==> src/rtl/poly_envelope_generator.sv <==
// Multi-channel ADSR envelope generator with rate-based (step per tick) level motion.
// Every channel owns its state and level; all channels share one set of settings.

module poly_envelope_checker #(
    parameter int NUM_CH = 4
) (
    input logic              clk,
    input logic              rst_b,
    input logic [NUM_CH-1:0] busy,
    input logic [NUM_CH-1:0] done
);

    // A finishing channel drops busy on the same edge its done pulse rises.
    a_done_not_busy: assert property (@(posedge clk) disable iff (!rst_b)
        (done & busy) == {NUM_CH{1'b0}});

endmodule

module poly_envelope_generator #(
    parameter int NUM_CH = 4,
    parameter int LVL_W  = 18,
    parameter int STEP_W = 18
) (
    input  logic                    clk,
    input  logic                    rst_b,
    input  logic                    tick,
    input  logic [NUM_CH-1:0]       note_on,
    input  logic [NUM_CH-1:0]       note_off,
    input  logic [LVL_W-1:0]        peak_lvl,
    input  logic [LVL_W-1:0]        sustain_lvl,
    input  logic [STEP_W-1:0]       attack_step,
    input  logic [STEP_W-1:0]       decay_step,
    input  logic [STEP_W-1:0]       release_step,
    output logic [NUM_CH*LVL_W-1:0] level,
    output logic [NUM_CH-1:0]       busy,
    output logic [NUM_CH-1:0]       done
);

    localparam int EXT_W = LVL_W + 1;

    typedef enum logic [2:0] {
        ST_IDLE    = 3'd0,
        ST_ATTACK  = 3'd1,
        ST_DECAY   = 3'd2,
        ST_SUSTAIN = 3'd3,
        ST_RELEASE = 3'd4
    } state_t;

    logic [LVL_W-1:0] sus_eff_s;
    logic [EXT_W-1:0] peak_x_s;
    logic [EXT_W-1:0] sus_x_s;
    logic [EXT_W-1:0] att_step_x_s;
    logic [EXT_W-1:0] dec_step_x_s;
    logic [EXT_W-1:0] rel_step_x_s;
    logic             att_zero_s;
    logic             dec_zero_s;
    logic             rel_zero_s;

    // Sustain can never sit above the attack peak.
    always_comb begin
        if (sustain_lvl < peak_lvl) begin
            sus_eff_s = sustain_lvl;
        end else begin
            sus_eff_s = peak_lvl;
        end
    end

    assign peak_x_s     = {1'b0, peak_lvl};
    assign sus_x_s      = {1'b0, sus_eff_s};
    assign att_step_x_s = EXT_W'(attack_step);
    assign dec_step_x_s = EXT_W'(decay_step);
    assign rel_step_x_s = EXT_W'(release_step);
    assign att_zero_s   = (attack_step == {STEP_W{1'b0}});
    assign dec_zero_s   = (decay_step == {STEP_W{1'b0}});
    assign rel_zero_s   = (release_step == {STEP_W{1'b0}});

    generate
        for (genvar g = 0; g < NUM_CH; g++) begin : g_ch
            state_t           state_r;
            logic [LVL_W-1:0] lvl_r;
            logic             busy_r;
            logic             done_r;
            logic [EXT_W-1:0] lvl_x_s;
            logic [EXT_W-1:0] att_sum_s;
            logic [EXT_W-1:0] dec_floor_s;
            logic             att_end_s;
            logic             dec_end_s;
            logic             rel_end_s;
            logic             off_ok_s;

            // Compare in one extra bit so large steps never wrap; level-step <= x
            // is evaluated as level <= x+step to stay unsigned.
            assign lvl_x_s     = {1'b0, lvl_r};
            assign att_sum_s   = lvl_x_s + att_step_x_s;
            assign dec_floor_s = sus_x_s + dec_step_x_s;
            assign att_end_s   = att_zero_s || (lvl_x_s >= peak_x_s) || (att_sum_s >= peak_x_s);
            assign dec_end_s   = dec_zero_s || (lvl_x_s <= dec_floor_s);
            assign rel_end_s   = rel_zero_s || (lvl_x_s <= rel_step_x_s);
            assign off_ok_s    = (state_r == ST_ATTACK) || (state_r == ST_DECAY) ||
                                 (state_r == ST_SUSTAIN);

            // Per-channel envelope FSM: events take precedence over tick updates.
            always_ff @(posedge clk or negedge rst_b) begin
                if (!rst_b) begin
                    state_r <= ST_IDLE;
                    lvl_r   <= {LVL_W{1'b0}};
                    busy_r  <= 1'b0;
                    done_r  <= 1'b0;
                end else begin
                    done_r <= 1'b0;
                    if (note_on[g]) begin
                        state_r <= ST_ATTACK;
                        busy_r  <= 1'b1;
                    end else if (note_off[g] && off_ok_s) begin
                        state_r <= ST_RELEASE;
                        busy_r  <= 1'b1;
                    end else if (tick) begin
                        case (state_r)
                            ST_ATTACK: begin
                                if (att_end_s) begin
                                    lvl_r   <= peak_lvl;
                                    state_r <= ST_DECAY;
                                end else begin
                                    lvl_r <= att_sum_s[LVL_W-1:0];
                                end
                            end
                            ST_DECAY: begin
                                if (dec_end_s) begin
                                    lvl_r   <= sus_eff_s;
                                    state_r <= ST_SUSTAIN;
                                end else begin
                                    lvl_r <= lvl_r - LVL_W'(decay_step);
                                end
                            end
                            ST_SUSTAIN: begin
                                lvl_r <= sus_eff_s;
                            end
                            ST_RELEASE: begin
                                if (rel_end_s) begin
                                    lvl_r   <= {LVL_W{1'b0}};
                                    state_r <= ST_IDLE;
                                    busy_r  <= 1'b0;
                                    done_r  <= 1'b1;
                                end else begin
                                    lvl_r <= lvl_r - LVL_W'(release_step);
                                end
                            end
                            ST_IDLE: begin
                                lvl_r <= {LVL_W{1'b0}};
                            end
                            default: begin
                                state_r <= ST_IDLE;
                                lvl_r   <= {LVL_W{1'b0}};
                                busy_r  <= 1'b0;
                            end
                        endcase
                    end else begin
                        state_r <= state_r;
                        lvl_r   <= lvl_r;
                    end
                end
            end

            assign level[g*LVL_W +: LVL_W] = lvl_r;
            assign busy[g]                 = busy_r;
            assign done[g]                 = done_r;
        end
    endgenerate

    poly_envelope_checker #(
        .NUM_CH (NUM_CH)
    ) u_checker (
        .clk   (clk),
        .rst_b (rst_b),
        .busy  (busy),
        .done  (done)
    );

endmodule
==> config.mk <==
export PLATFORM = sky130hd
export DESIGN_NAME = poly_envelope_generator
export DESIGN_NICKNAME = d
export VERILOG_FILES = /design/src/rtl/poly_envelope_generator.sv
export SDC_FILE = /design/constraint.sdc
export NUM_CORES = 1
export LEC_CHECK = 0
export ABC_AREA = 1
export CAP_MARGIN = 20
export CELL_PAD_IN_SITES_DETAIL_PLACEMENT = 0
export CELL_PAD_IN_SITES_GLOBAL_PLACEMENT = 1
export CORE_MARGIN = 8
export CORE_UTILIZATION = 39
export DETAILED_ROUTE_END_ITERATION = 16
export GPL_ROUTABILITY_DRIVEN = 1
export GPL_TIMING_DRIVEN = 0
export PLACE_DENSITY_LB_ADDON = 0.1
export SLEW_MARGIN = 20
export SYNTH_ARGS = -nofsm -noshare
export SYNTH_HDL_FRONTEND = slang
export SYNTH_SLANG_ARGS = --single-unit
==> constraint.sdc <==
create_clock -name clk -period 3.9 [get_ports clk]
set_clock_uncertainty 0.05 [all_clocks]
set_input_delay 0.975 -clock clk [delete_from_list [all_inputs] [get_ports clk]]
set_output_delay 0.975 -clock clk [all_outputs]
set_load 0.05 [all_outputs]
==> Word-level counts from Yosys, hierarchy flattened <==
Index checks and enable logic that the tools add are counted.
W data, S select, Z words.
{ "op_classes": {"n_addsub": 13, "n_lt_le_gt_ge": 17, "eq_ne": 36, "mux": 85, "bitwise": 8, "n_reduce_logical": 59} }
{ "op_table": {"columns": ["cell", "n"], "rows": [
  ["$pmux W18 S4", 4],
  ["$mux W18", 13],
  ["$sub A18 B18 Y18", 8],
  ["$add A18 B18 Y19", 5],
  ["$ge A19 B18 Y1", 4],
  ["$le A18 B19 Y1", 4],
  ["$ge A18 B18 Y1", 4],
  ["$le A18 B18 Y1", 4],
  ["$mux W3", 24],
  ["$logic_not A18 Y1", 3],
  ["$pmux W3 S4", 4],
  ["$mux W1", 36],
  ["$ne A4 B3 Y1 const B", 8],
  ["$eq A3 B2 Y1 const B", 8],
  ["$logic_or A1 B1 Y1", 24],
  ["$ne A3 B1 Y1 const B", 8],
  ["$reduce_and A3 Y1", 8],
  ["$reduce_and A5 Y1", 4],
  ["$lt A18 B18 Y1", 1],
  ["$ne A4 B4 Y1 const B", 4],
  ["$reduce_or A4 Y1", 4],
  ["$eq A3 B1 Y1 const B", 4],
  ["$eq A3 B3 Y1 const B", 4],
  ["$logic_not A3 Y1", 4],
  ["5 further kinds", 24]
]} }
{ "totals": {"register_bits": 92, "in_bits": 101, "out_inout_bits": 80, "wordCells": 234} }

==> Longest topological paths before layout <==
{ "depth": {"ltp_word": 10, "mapped_depth": 39, "mapped_depth_nobuf": 37} }

==> Worst setup path after synthesis <==
No wires, ideal clock.
{ "synth_path": {"path_kind": "input port to flip-flop", "startpoint": "input peak_lvl[3]", "endpoint": "register g_ch[0].lvl_r[17]", "setup_ns": 0.118, "t_arrival_ns": 5.493, "setup_slack_ns": -1.761, "cell_stages": 33, "n_path_buf": 2, "path_cell_list": "inv_1 -> ha_1 -> a21oi_1 -> nor2_1 -> o31ai_1 -> nand2_1 -> nand2_1 -> nand3_2 -> buf_2 -> o21ai_0 -> inv_1 -> ha_1 -> a21oi_1 -> nand2_1 -> a21oi_2 -> nand2_1 -> a21oi_1 -> xor2_1 -> ha_1 -> nand3_1 -> nor4_1 -> nand3_1 -> nor2_1 -> nand2_1 -> nor2_1 -> nor2_1 -> nand2_2 -> buf_6 -> nand2_1 -> nand3_1 -> nand2_1 -> nand2_1 -> nand2_1"} }
{ "synth_via": {"elab_chain_len": 7, "word_cells_on_any_way": 12, "cone_classes": "add/sub: 1; order compare: 4; mux: 4; reduce/logical: 3"} }
{ "synth_lines": {"columns": ["item", "line", "source"], "rows": [
  ["start: declaration", "29", "input logic [LVL_W-1:0] peak_lvl,"],
  ["$lt A18 B18 Y1", "61", "if (sustain_lvl < peak_lvl) begin"],
  ["$mux W18", "61", null],
  ["$add A18 B18 Y19", "95", "assign dec_floor_s = sus_x_s + dec_step_x_s;"],
  ["$le A18 B19 Y1", "97", "assign dec_end_s = dec_zero_s || (lvl_x_s <= dec_floor_s);"],
  ["$logic_or A1 B1 Y1", "97", null],
  ["$mux W18", "128", "if (dec_end_s) begin"],
  ["$pmux W18 S4 (*)", "118", "case (state_r)"],
  ["end signal: assignment", "121", "lvl_r <= peak_lvl;"],
  ["end signal: assignment", "129", "lvl_r <= sus_eff_s;"],
  ["end signal: assignment", "132", "lvl_r <= lvl_r - LVL_W'(decay_step);"],
  ["end: declaration", "80", "logic [LVL_W-1:0] lvl_r;"]
]} }
Mark *: on every way between the ends. The rest lies on a longest branch, timed or not.
A chain may end at the register's enable or synchronous reset.

==> Worst setup path in the final report <==
{ "layout_path": {"startpoint": "input peak_lvl[7]", "endpoint": "register g_ch[3].lvl_r[0]"} }
{ "layout_via": {"elab_chain_len": 7, "word_cells_on_any_way": 12, "cone_classes": "add/sub: 1; order compare: 4; mux: 4; reduce/logical: 3"} }
{ "layout_lines": {"columns": ["item", "line"], "rows": [
  ["$lt A18 B18 Y1", "61"],
  ["$mux W18", "61"],
  ["$add A18 B18 Y19", "95"],
  ["$le A18 B19 Y1", "97"],
  ["$logic_or A1 B1 Y1", "97"],
  ["$mux W18", "128"],
  ["$pmux W18 S4 (*)", "118"],
  ["end signal: assignment", "121"],
  ["end signal: assignment", "129"],
  ["end signal: assignment", "132"],
  ["end: declaration", "80"]
]} }
Marks and branches as above.

==> impl_metrics.py <==
metrics = {
    "die": {
        "die-height_um": 269.0,
        "fp.dieW_um": 269.0,
        "design.die.area_um2": 72350,
        "core_area_um2": 63200,
        "fp-row-count": 92,
        "io_pins": 181,
        "initial_core_util_pct": 39.50,
    },
    "yosys": {
        "synth_top_cells_by_area": "sky130_fd_sc_hd__ha_1 (22%), sky130_fd_sc_hd__nand2_1 (18%), sky130_fd_sc_hd__dfrtp_1 (9.2%)",
        "synthCells": 4091,
        "netlist_area_um2": 24960,
        "ys_async_sr_fraction_pct": 100.0,
        "synth.lib_cells_used.distinct": 60,
        "synth_edf_count": 0,
        "ys_seq_elements": 92,
        "synth_top_area_share_pct": 22.36,
        "dominant_register_cell_in_the_synthesized_netlist": "sky130_fd_sc_hd__dfrtp_1",
        "synth.yosys.seq_area_share_pct": 9.224,
        "average_size_of_a_mapped_cell_um2": 6.101,
        "synthDominantAreaCellType": "sky130_fd_sc_hd__ha_1",
        "synth.yosys.warnings": 0,
        "syn-num-nets": 4651,
    },
    "placement": {
        "numPortBuffers": 180,
        "post-place-cells": 5122,
        "hpwl_mm": 102.7,
        "gp_congestion": 1.034,
    },
    "setup_path": {
        "timing_worst_setup_path_type": "in2reg",
        "worst-r2r-cell-count": 25,
        "worst-r2r-setup-slack_ns": -1.25,
        "critical_path_maximum_fanout": 8,
        "cpMostUsedCell": "sky130_fd_sc_hd__nand2_1",
        "crit_slowest_cell": "sky130_fd_sc_hd__fa_2",
        "timing.critical_path.slowest_cell_delay_ns": 0.43,
        "worst_path_arrival_time_ns": 5.93,
        "worstSetupEndpointType": "flop",
        "crit_path_start_kind": "input port",
        "r2r-start": "g_ch[3].lvl_r[9]",
        "worst_r2r_endpoint": "g_ch[3].lvl_r[10]",
        "crit_required_ns": 4.19,
    },
    "clocking": {
        "clock_tree.root_cell": "sky130_fd_sc_hd__clkbuf_16",
        "numClockSinks": 92,
        "numCtsBuffers": 9,
        "clk-insertion-delay-late_ns": 0.42,
        "ctsHtreeMaxLevel": 3,
        "worst_setup_hold_path_clk_slew_ns": 0.10,
        "cts_hold_buffers": 0,
        "clock_tree_from_tritoncts": "built",
        "clock_tree.buffer_depth": 2,
    },
    "drt": {
        "route.final.wire_length_mm": 134.9,
        "met3RoutedLength_mm": 12.31,
        "met1_length_mm": 52.21,
        "wire_per_inst_um": 25.32,
        "detailedRoute.firstPassIterationCount": 6,
        "top_layer_used": "met5",
        "met2RoutedLength_mm": 59.99,
        "drt-initial-drc-count": 3035,
        "drc": 0,
        "route.detailed.vias_per_inst": 5.738,
        "antenna_left": 0,
        "vias": 30570,
    },
    "global_routing": {
        "grt_pass1_vias": 28440,
        "grtUsageTotal_pct": 35.93,
        "grt_start_max_net_pins": 53,
        "gr-total-overflow": 0,
        "antenna_found_initial": 1,
        "grt_pass1_wl_mm": 190.7,
    },
    "run_status": {
        "run_status": "finished, violations left",
        "failing_checks": "setup timing",
    },
    "timing": {
        "finalHoldViolations": 0,
        "period_share_pct": 144.5,
        "setup_total_neg_slack_ns": -139.06,
        "slew_violations": 0,
        "relSlewSlack_pct": 23.93,
        "max_slew.worst_pin.slew_ns": 1.141,
        "grt_setup_unrepaired": "true",
        "timing.fmax_ghz": 0.1774,
        "post-route-worst-setup-slack_ns": -1.737,
        "min_period_ns": 5.637,
        "finalSetupViolCount": 85,
    },
    "final_layout": {
        "finalNetCount": 5034,
        "area.growth.synth_to_final_pct": 32.70,
        "layoutNonFillerInstCount": 5328,
        "fillCellCount": 6355,
        "post_route_cells_drive_above_1_share_pct": 18.02,
    },
    "min_path": {
        "hp-class": "in2async",
    },
    "power": {
        "power_density_nw_per_um2": 726.0,
        "leakage_uw": 0.01639,
        "irDropWorstVdd_mv": 0.5768,
    },
    "run": {
        "max_cap_violations": 0,
    },
}
## critical path, delay by kind of cell
kind / cells / cell delay, ns
adders and majority gates: 4 / 1.11
buffers and inverters: 11 / 1.33
and+or+nand+nor: 21 / 1.62
AOI/OAI and AO/OA: 5 / 0.76
xor gates and xnor gates: 1 / 0.14
## metrics by stage
stage | util, % | worst slack [ns] | hold WS (ns) | instance area (um^2) | total power (uW)
floorplan | - | -1.308 | 0.3931 | 25420 | 14280
global placement | 44.75 | -5.520 | 0.4408 | 28280 | 20050
detailed placement | 44.88 | -4.546 | 0.4331 | 28360 | 20060
CTS | 50.42 | -1.738 | 0.4388 | 31860 | 22650
global route | 52.40 | -1.881 | 0.4602 | 33110 | 25890
finish | 52.41 | -1.737 | 0.4378 | 33120 | 24050
## worst max path at each step
stage / start / end / slack, ns / depth (start not counted)
final: peak_lvl[7] / g_ch[3].lvl_r[0] / -1.74 / 42
after detailed placement: peak_lvl[0] / g_ch[3].lvl_r[13] / -4.55 / 29
after floorplan: peak_lvl[9] / g_ch[0].lvl_r[17] / -1.31 / 36
after global routing: peak_lvl[7] / g_ch[2].lvl_r[15] / -1.88 / 37
after CTS: peak_lvl[7] / g_ch[0].lvl_r[12] / -1.74 / 39
after global placement: peak_lvl[0] / g_ch[1].lvl_r[13] / -5.52 / 27
## power by group
part	switching, uW	internal [uW]
Sequential	1620	1270
Clock	478	500
Combinational	12700	7440
Total	14800	9200
## cells in the final DEF (no fill, tap or decap), types with 24 or more instances in the layout
cell                                 n
sky130_fd_sc_hd__a21oi_1           282
sky130_fd_sc_hd__buf_12             29
sky130_fd_sc_hd__buf_2              40
sky130_fd_sc_hd__buf_4             130
sky130_fd_sc_hd__buf_6              51
sky130_fd_sc_hd__clkdlybuf4s50_1   132
sky130_fd_sc_hd__clkinvlp_4         24
sky130_fd_sc_hd__dfrtp_1            92
sky130_fd_sc_hd__ha_1              384
sky130_fd_sc_hd__ha_4               60
sky130_fd_sc_hd__inv_1             453
sky130_fd_sc_hd__nand2_1          1087
sky130_fd_sc_hd__nand2_2           108
sky130_fd_sc_hd__nand2_4            31
sky130_fd_sc_hd__nand3_1           217
sky130_fd_sc_hd__nand3_2           111
sky130_fd_sc_hd__nand3_4            34
sky130_fd_sc_hd__nand4_1            75
sky130_fd_sc_hd__nor2_1            290
sky130_fd_sc_hd__nor3_1             28
sky130_fd_sc_hd__o211ai_1           29
sky130_fd_sc_hd__o21ai_0           164
sky130_fd_sc_hd__o21bai_1           32
sky130_fd_sc_hd__o22ai_1            25
sky130_fd_sc_hd__xnor2_1            83
sky130_fd_sc_hd__xor2_1             87
## what timing repair did
item / in CTS / in global routing
pin swaps: 196 / 227
endpoints found under the setup margin: 85 / 88
cloned: 17 / 2
gates resized for setup: 482 / 259
buffers inserted: 134 / 47
## registers in the layout (all words and copies together) (netlist names)
register	count
g_ch.lvl_r	72
g_ch.state_r	12
g_ch.done_r	4
g_ch.busy_r	4
## kinds of logic after synthesis
family,count (synthesis),share of synthesized area (%)
simple gates,2080,35.71
compound gates,699,15.92
buf+inv,580,9.399
fa+ha+maj,459,23.40
xor+xnor,181,6.351
flops,92,9.224
## area by class of cell
| cell class | instances | area (um^2) | share of cell area [%] |
|---|---|---|---|
| diodes | 3 | 7.507 | 0.02267 |
| inverters | 506 | 2054 | 6.203 |
| well taps | 846 | 1059 | 3.196 |
| flip-flops and latches | 92 | 2302 | 6.951 |
| clock buffers | 9 | 225.2 | 0.6800 |
| clock inverters | 7 | 76.32 | 0.2304 |
| multi-input cells | 3420 | 23140 | 69.87 |
| repair buffers | 373 | 3730 | 11.26 |
| plain buffers | 72 | 526.8 | 1.590 |
## per-layer routing
layer / vias up / track usage [%]
li1: 14570 / -
met1: 14050 / 43.29
met2: 1499 / 57.72
met3: 452 / 7.887
met4: 6 / 22.71
met5: - / 0
## synth_stat cells (all sizes together), types with 13 or more instances
| cell | count |
|---|---|
| nand2 | 1227 |
| inv | 501 |
| ha | 446 |
| nand3 | 361 |
| nor2 | 315 |
| a21oi | 303 |
| o21ai | 205 |
| xor2 | 93 |
| dfrtp | 92 |
| xnor2 | 88 |
| nand4 | 77 |
| buf | 52 |
| nor3 | 37 |
| o21bai | 33 |
| o211ai | 29 |
| o22ai | 25 |
| nor4 | 23 |
| a31oi | 22 |
| clkbuf | 22 |
| a21o | 18 |
| nand3b | 18 |
| a211oi | 17 |
| fa | 13 |
Note: power is estimated with default switching activity, not from simulation.
